$ cat config.mk
export PLATFORM = sky130hd
export DESIGN_NAME = mem_port_arbiter
export DESIGN_NICKNAME = d
export VERILOG_FILES = /design/src/rtl/cpu_pkg.sv /design/src/rtl/arb_starve_cnt.sv /design/src/rtl/mem_port_arbiter.sv
export SDC_FILE = /design/constraint.sdc
export NUM_CORES = 1
export LEC_CHECK = 0
export ABC_AREA = 1
export ABC_CLOCK_PERIOD_IN_PS = 2770
export BUFFER_PORTS_ARGS = -buffer_cell sky130_fd_sc_hd__buf_2
export CAP_MARGIN = 20
export CORE_AREA = 2 2 102 104
export CTS_BUF_LIST = sky130_fd_sc_hd__clkbuf_8
export DETAILED_ROUTE_END_ITERATION = 8
export DIE_AREA = 0 0 104 106
export GPL_ROUTABILITY_DRIVEN = 1
export PLACE_DENSITY = 0.78
export SYNTH_ARGS = -nofsm -noshare
export SYNTH_HDL_FRONTEND = slang
export SYNTH_SLANG_ARGS = --single-unit
$ cat constraint.sdc
create_clock -name clk -period 2.77 [get_ports clk]
set_input_delay 0.554 -clock clk [delete_from_list [all_inputs] [get_ports clk]]
set_output_delay 0.554 -clock clk [all_outputs]
set_load 0.03 [all_outputs]
$ cat src/rtl/cpu_pkg.sv
// Shared definitions for the basic CPU memory subsystem.
//   - Default address/data/memory widths.
//   - Encoding of the response-owner state held by mem_port_arbiter.
//   - Width of the fetch starvation counter (MAX_WAIT is at most 15).
package cpu_pkg;

    localparam int CPU_ADDR_W = 32;
    localparam int CPU_DATA_W = 32;
    localparam int CPU_MEM_AW = 10;
    localparam int WAIT_CNT_W = 4;

    // Which requester owns the memory response arriving next cycle.
    typedef enum logic [1:0] {
        OWNER_NONE = 2'd0,
        OWNER_IF   = 2'd1,
        OWNER_DRD  = 2'd2,
        OWNER_DWR  = 2'd3
    } resp_owner_t;

endpackage

$ cat src/rtl/arb_starve_cnt.sv
// Fetch starvation guard for mem_port_arbiter.
// Counts consecutive cycles in which fetch requested but data won the port.
// Once the count reaches MAX_WAIT, force_if tells the arbiter to give the
// next contested cycle to fetch.
// Ports:
//   clk, rst   clock, asynchronous active-high reset
//   if_req     fetch request this cycle
//   if_gnt     fetch granted this cycle
//   d_gnt      data granted this cycle
//   wait_cnt   current consecutive-loss count (saturates at MAX_WAIT)
//   force_if   wait_cnt has reached MAX_WAIT
module arb_starve_cnt
    import cpu_pkg::*;
#(
    parameter int MAX_WAIT = 4
) (
    input  logic                  clk,
    input  logic                  rst,
    input  logic                  if_req,
    input  logic                  if_gnt,
    input  logic                  d_gnt,
    output logic [WAIT_CNT_W-1:0] wait_cnt,
    output logic                  force_if
);

    localparam logic [WAIT_CNT_W-1:0] LIMIT = WAIT_CNT_W'(MAX_WAIT);

    assign force_if = (wait_cnt == LIMIT);

    always_ff @(posedge clk or posedge rst) begin
        if (rst) begin
            wait_cnt <= '0;
        end else if (if_gnt || !if_req) begin
            wait_cnt <= '0;
        end else if (d_gnt && !force_if) begin
            wait_cnt <= wait_cnt + 1'b1;
        end
    end

endmodule

$ cat src/rtl/mem_port_arbiter.sv
// Shares one single-port synchronous RAM between instruction fetch and
// load/store. Data wins contested cycles unless fetch has lost MAX_WAIT
// times in a row. One access per cycle; the response comes exactly one
// cycle after the grant.
//
// Handshake: a request is accepted in the cycle where req and gnt are both
// high (gnt is combinational from req); the requester holds req and address
// stable until then. rvalid is a one-cycle pulse with no backpressure, and
// rdata holds its last value while rvalid is low.
//
// Ports:
//   clk, rst                 clock, asynchronous active-high reset
//   if_req/if_addr           fetch request; if_gnt, if_rvalid, if_rdata
//   d_req/d_we/d_addr/d_be/d_wdata   data request; d_gnt, d_rvalid, d_rdata
//   mem_en/we/addr/be/wdata  RAM command; mem_rdata valid the cycle after
//   dbg_owner, dbg_wait_cnt  response-owner state and starvation count
module mem_port_arbiter
    import cpu_pkg::*;
#(
    parameter int ADDR_W   = CPU_ADDR_W,
    parameter int DATA_W   = CPU_DATA_W,
    parameter int MEM_AW   = CPU_MEM_AW,
    parameter int MAX_WAIT = 4
) (
    input  logic                  clk,
    input  logic                  rst,
    input  logic                  if_req,
    input  logic [ADDR_W-1:0]     if_addr,
    output logic                  if_gnt,
    output logic                  if_rvalid,
    output logic [DATA_W-1:0]     if_rdata,
    input  logic                  d_req,
    input  logic                  d_we,
    input  logic [ADDR_W-1:0]     d_addr,
    input  logic [DATA_W/8-1:0]   d_be,
    input  logic [DATA_W-1:0]     d_wdata,
    output logic                  d_gnt,
    output logic                  d_rvalid,
    output logic [DATA_W-1:0]     d_rdata,
    output logic                  mem_en,
    output logic                  mem_we,
    output logic [MEM_AW-1:0]     mem_addr,
    output logic [DATA_W/8-1:0]   mem_be,
    output logic [DATA_W-1:0]     mem_wdata,
    input  logic [DATA_W-1:0]     mem_rdata,
    output logic [1:0]            dbg_owner,
    output logic [WAIT_CNT_W-1:0] dbg_wait_cnt
);

    resp_owner_t           owner, owner_nxt;
    logic                  force_if;
    logic [DATA_W-1:0]     if_rdata_q, d_rdata_q;
    logic                  unused_addr_bits;

    // Byte offset and bits above the RAM window are intentionally dropped.
    assign unused_addr_bits = ^{if_addr[ADDR_W-1:MEM_AW+2], if_addr[1:0],
                                d_addr[ADDR_W-1:MEM_AW+2], d_addr[1:0]};

    arb_starve_cnt #(.MAX_WAIT(MAX_WAIT)) u_starve (
        .clk      (clk),
        .rst      (rst),
        .if_req   (if_req),
        .if_gnt   (if_gnt),
        .d_gnt    (d_gnt),
        .wait_cnt (dbg_wait_cnt),
        .force_if (force_if)
    );

    // Grants are gated by rst so nothing reaches the RAM during reset.
    assign if_gnt = !rst && if_req && (!d_req || force_if);
    assign d_gnt  = !rst && d_req && !(if_req && force_if);
    assign mem_en = if_gnt || d_gnt;

    always_comb begin
        mem_we    = 1'b0;
        mem_be    = '0;
        mem_wdata = '0;
        mem_addr  = if_addr[MEM_AW+1:2];
        if (d_gnt) begin
            mem_we    = d_we;
            mem_be    = d_be;
            mem_wdata = d_wdata;
            mem_addr  = d_addr[MEM_AW+1:2];
        end else if (if_gnt) begin
            mem_be    = '1;
        end
    end

    // Response-owner FSM: state register.
    always_ff @(posedge clk or posedge rst) begin
        if (rst) owner <= OWNER_NONE;
        else     owner <= owner_nxt;
    end

    // Response-owner FSM: next state follows this cycle's grant.
    always_comb begin
        owner_nxt = OWNER_NONE;
        if (if_gnt)     owner_nxt = OWNER_IF;
        else if (d_gnt) owner_nxt = d_we ? OWNER_DWR : OWNER_DRD;
    end

    assign dbg_owner = owner;

    // Hold registers so rdata keeps its last value between pulses.
    always_ff @(posedge clk or posedge rst) begin
        if (rst) begin
            if_rdata_q <= '0;
            d_rdata_q  <= '0;
        end else begin
            if (owner == OWNER_IF)  if_rdata_q <= mem_rdata;
            if (owner == OWNER_DRD) d_rdata_q  <= mem_rdata;
            if (owner == OWNER_DWR) d_rdata_q  <= '0;
        end
    end

    // mem_rdata is only valid in the cycle after the grant, so the response
    // in that cycle passes it straight through; owner itself is registered.
    always_comb begin
        if_rvalid = (owner == OWNER_IF);
        d_rvalid  = (owner == OWNER_DRD) || (owner == OWNER_DWR);
        if_rdata  = if_rvalid ? mem_rdata : if_rdata_q;
        d_rdata   = d_rdata_q;
        if (owner == OWNER_DRD)      d_rdata = mem_rdata;
        else if (owner == OWNER_DWR) d_rdata = '0;
    end

endmodule

==> impl_results.md <==
- Die width: 104 µm
- R2R cell count: 4
- Critical Path End Type: output pin
- Vias per cell: 4.60
- Area Overhead vs Synth: 38.9%
- Fmax achieved: 393 MHz
- Clock skew: 0.00667 ns
- Num rows: 37
- YS warnings: 0
- Max-Cap Viols: 0
- Peak supply drop: 0.000275 V
- Worst-margin pin slew: 0.534 ns
- Final hold vios: 0
- Max-slew violation total from the final report: 0
- Cells after synthesis: 435
- Hpwl dp: 8690 µm
- Mapped Avg Cell Area: 8.25 µm²
- Met3 Usage GRT: 0.0644
- Dominant cells by area after synthesis: dfrtp_1, o21ai_2, nand2_1
- Post-CTS Setup Inserts: 0
- CP max stage delay: 0.44 ns
- CTS Root Cell: clkbuf_8
- Critical-path maximum fanout: 51
- Routed len/inst: 13.9 µm
- Top cell type's share of synthesized area: 0.488
- Mapped Nets: 574
- # H-tree levels: 3
- Crit start category: flip-flop
- DR pass1 iterations: 4
- Sequential area share after synthesis: 0.488
- Netlist cell types: 18
- Clock slew at reported path FFs: 0.07 ns
- WL final: 10900 µm
- Kind of critical path: flip-flop to output pin
- Grt met2 use: 0.372
- Cell Area, Synth: 3590 µm²
- Pre-CTS setup slack: 0.549 ns
- Global-route wire length before repair: 17500 µm
- Final WS setup: 0.225 ns
- Status: complete, no violations
- Fraction of layout cells with a size suffix above 1: 0.465
- CTS tree: yes
- I/O Buffers: 214
- # hold bufs at CTS: 0
- PD cells: 622 nW/µm²
- Diode count: 0
- Final setup viols: 0
- CP cell instances: inv_1 -> ha_1 -> nand4_1 -> nand2_1 -> buf_12 -> o21ai_0 -> buf_2
- I/O Pins: 259
- Dpl cells: 769
- DRT iter0 DRCs: 205
- Fin crit period: 2.54 ns
- Vias in the first global route: 3715
- All-Layer GR Usage: 0.200
- Post-Route Setup TNS: 0 ns
- GR Util met1: 0.211
- Pin count of the biggest net entering global routing: 52
- Worst path required time: 2.22 ns
- Leakage: 3.04 nW
- Deepest clock path buffer count: 2
- Clock latency on the worst-skew pair: 0.34 ns
- Unrepaired setup endpoints after global routing: false
- Clock sink count: 70
- Fin util: 0.498
- Die area: 11000 µm²
- ANT nets after route: 0
- Post-cts sizing count: 0
- Vias: 3611
- Flops & latches, synth: 70
- Worst Path Arrival: 1.99 ns
- DRC Markers: 0
- HP Class: input pin to asynchronous set/reset pin
- Final worst path period share: 0.919
- Die Span Y: 106 µm
- Final Wtd Congestion: 0.849
- Max_slew headroom: 0.643
- Pwr Total: 3.10 mW
- Fin nets: 783
- Final cell count without fillers: 785
- Gr busiest metal: met2
- Area of the core: 10000 µm²
- Crit path max-delay cell type: dfrtp_1
- Initial antenna violation count: 0
- Top cell type by total area after synthesis: dfrtp_1
- Cts bufs inserted: 9
- Overflow after GRT: 0
- Initial Util: 0.359
[flip-flops by register name (all words and copies together) (netlist names)]
name / count
if_rdata_q: 32
dbg_owner: 2
d_rdata_q: 32
u_starve.wait_cnt: 4
[worst paths after layout]
check | from | endpoint | slack (ns)
min | rst | u_starve.wait_cnt[2]$_DFFE_PP0P_ | 0.29
max reg2reg | dbg_owner[1]$_DFF_PP0_ | d_rdata_q[4]$_DFFE_PP0P_ | 1.20
max in group asynchronous | rst | if_rdata_q[8]$_DFF_PP0_ | 1.84
min in group clk | if_req | u_starve.wait_cnt[0]$_DFFE_PP0P_ | 0.48
min reg2reg | d_rdata_q[23]$_DFFE_PP0P_ | d_rdata_q[23]$_DFFE_PP0P_ | 0.50
max | u_starve.wait_cnt[0]$_DFFE_PP0P_ | mem_be[3] | 0.23
[cells in the mapped netlist (all sizes together)]
cell / count
xor2: 1
nand3: 12
ha: 2
clkbuf: 7
buf: 18
inv: 81
nor2: 36
dfrtp: 70
nand2: 102
o21ai: 102
a21oi: 1
or2: 1
nand4: 2
[report_power, final]
group	switching [mW]	leakage [nW]	internal, mW
clock	0.368	0.0996	0.392
sequential	0.0458	0.877	1.18
combinational	0.792	2.07	0.322
total	1.21	3.04	1.89
[cells in the final DEF, fill, tap and decap left out, types with 4 or more instances in the layout]
| cell | count |
|---|---|
| buf_12 | 4 |
| dfrtp_1 | 70 |
| buf_2 | 214 |
| o21ai_2 | 60 |
| buf_4 | 5 |
| inv_1 | 80 |
| o21ai_0 | 42 |
| nand2_1 | 101 |
| clkbuf_8 | 12 |
| nor2_1 | 36 |
| nand3_1 | 12 |
[routing by layer]
metal	wire length, µm	vias to the layer above	share of wire
met5	0	-	0
met4	244	0	0.022
met3	871	19	0.080
met2	5720	148	0.52
met1	4080	1682	0.37
li1	-	1762	-
[logic make-up after synthesis]
group / synth area share
AOI/OAI and AO/OA: 0.206
xor gates and xnor gates: 0.00244
adders and majority gates: 0.00697
buffers and inverters: 0.129
DFF: 0.488
and+or+nand+nor: 0.166
[area by class of cell]
cell class                 count  area, µm²
tap                          136        170
multi-input combinational    259       1380
clock inverter                 4       21.3
inverter                      81        304
clock buffer                  12        165
fill                        1009       5020
timing repair buffer         223       1190
sequential                    70       1750
[critical path, delay by kind of cell, from the launching register on]
kind	cells	cell delay [ns]
fa+ha+maj	1	0.23
simple gates	2	0.23
buf+inv	3	0.54
flops	1	0.44
compound gates	1	0.19
[per-stage QoR]
step           hold slack [ns]  area (µm²)
4_1_cts                  0.294        4980
6_report                 0.293        4980
5_1_grt                  0.316        4980
2_1_floorplan            0.464        3590
3_3_place_gp             0.472        4790
3_5_place_dp             0.481        4790
(Power assumes the default switching activity.)
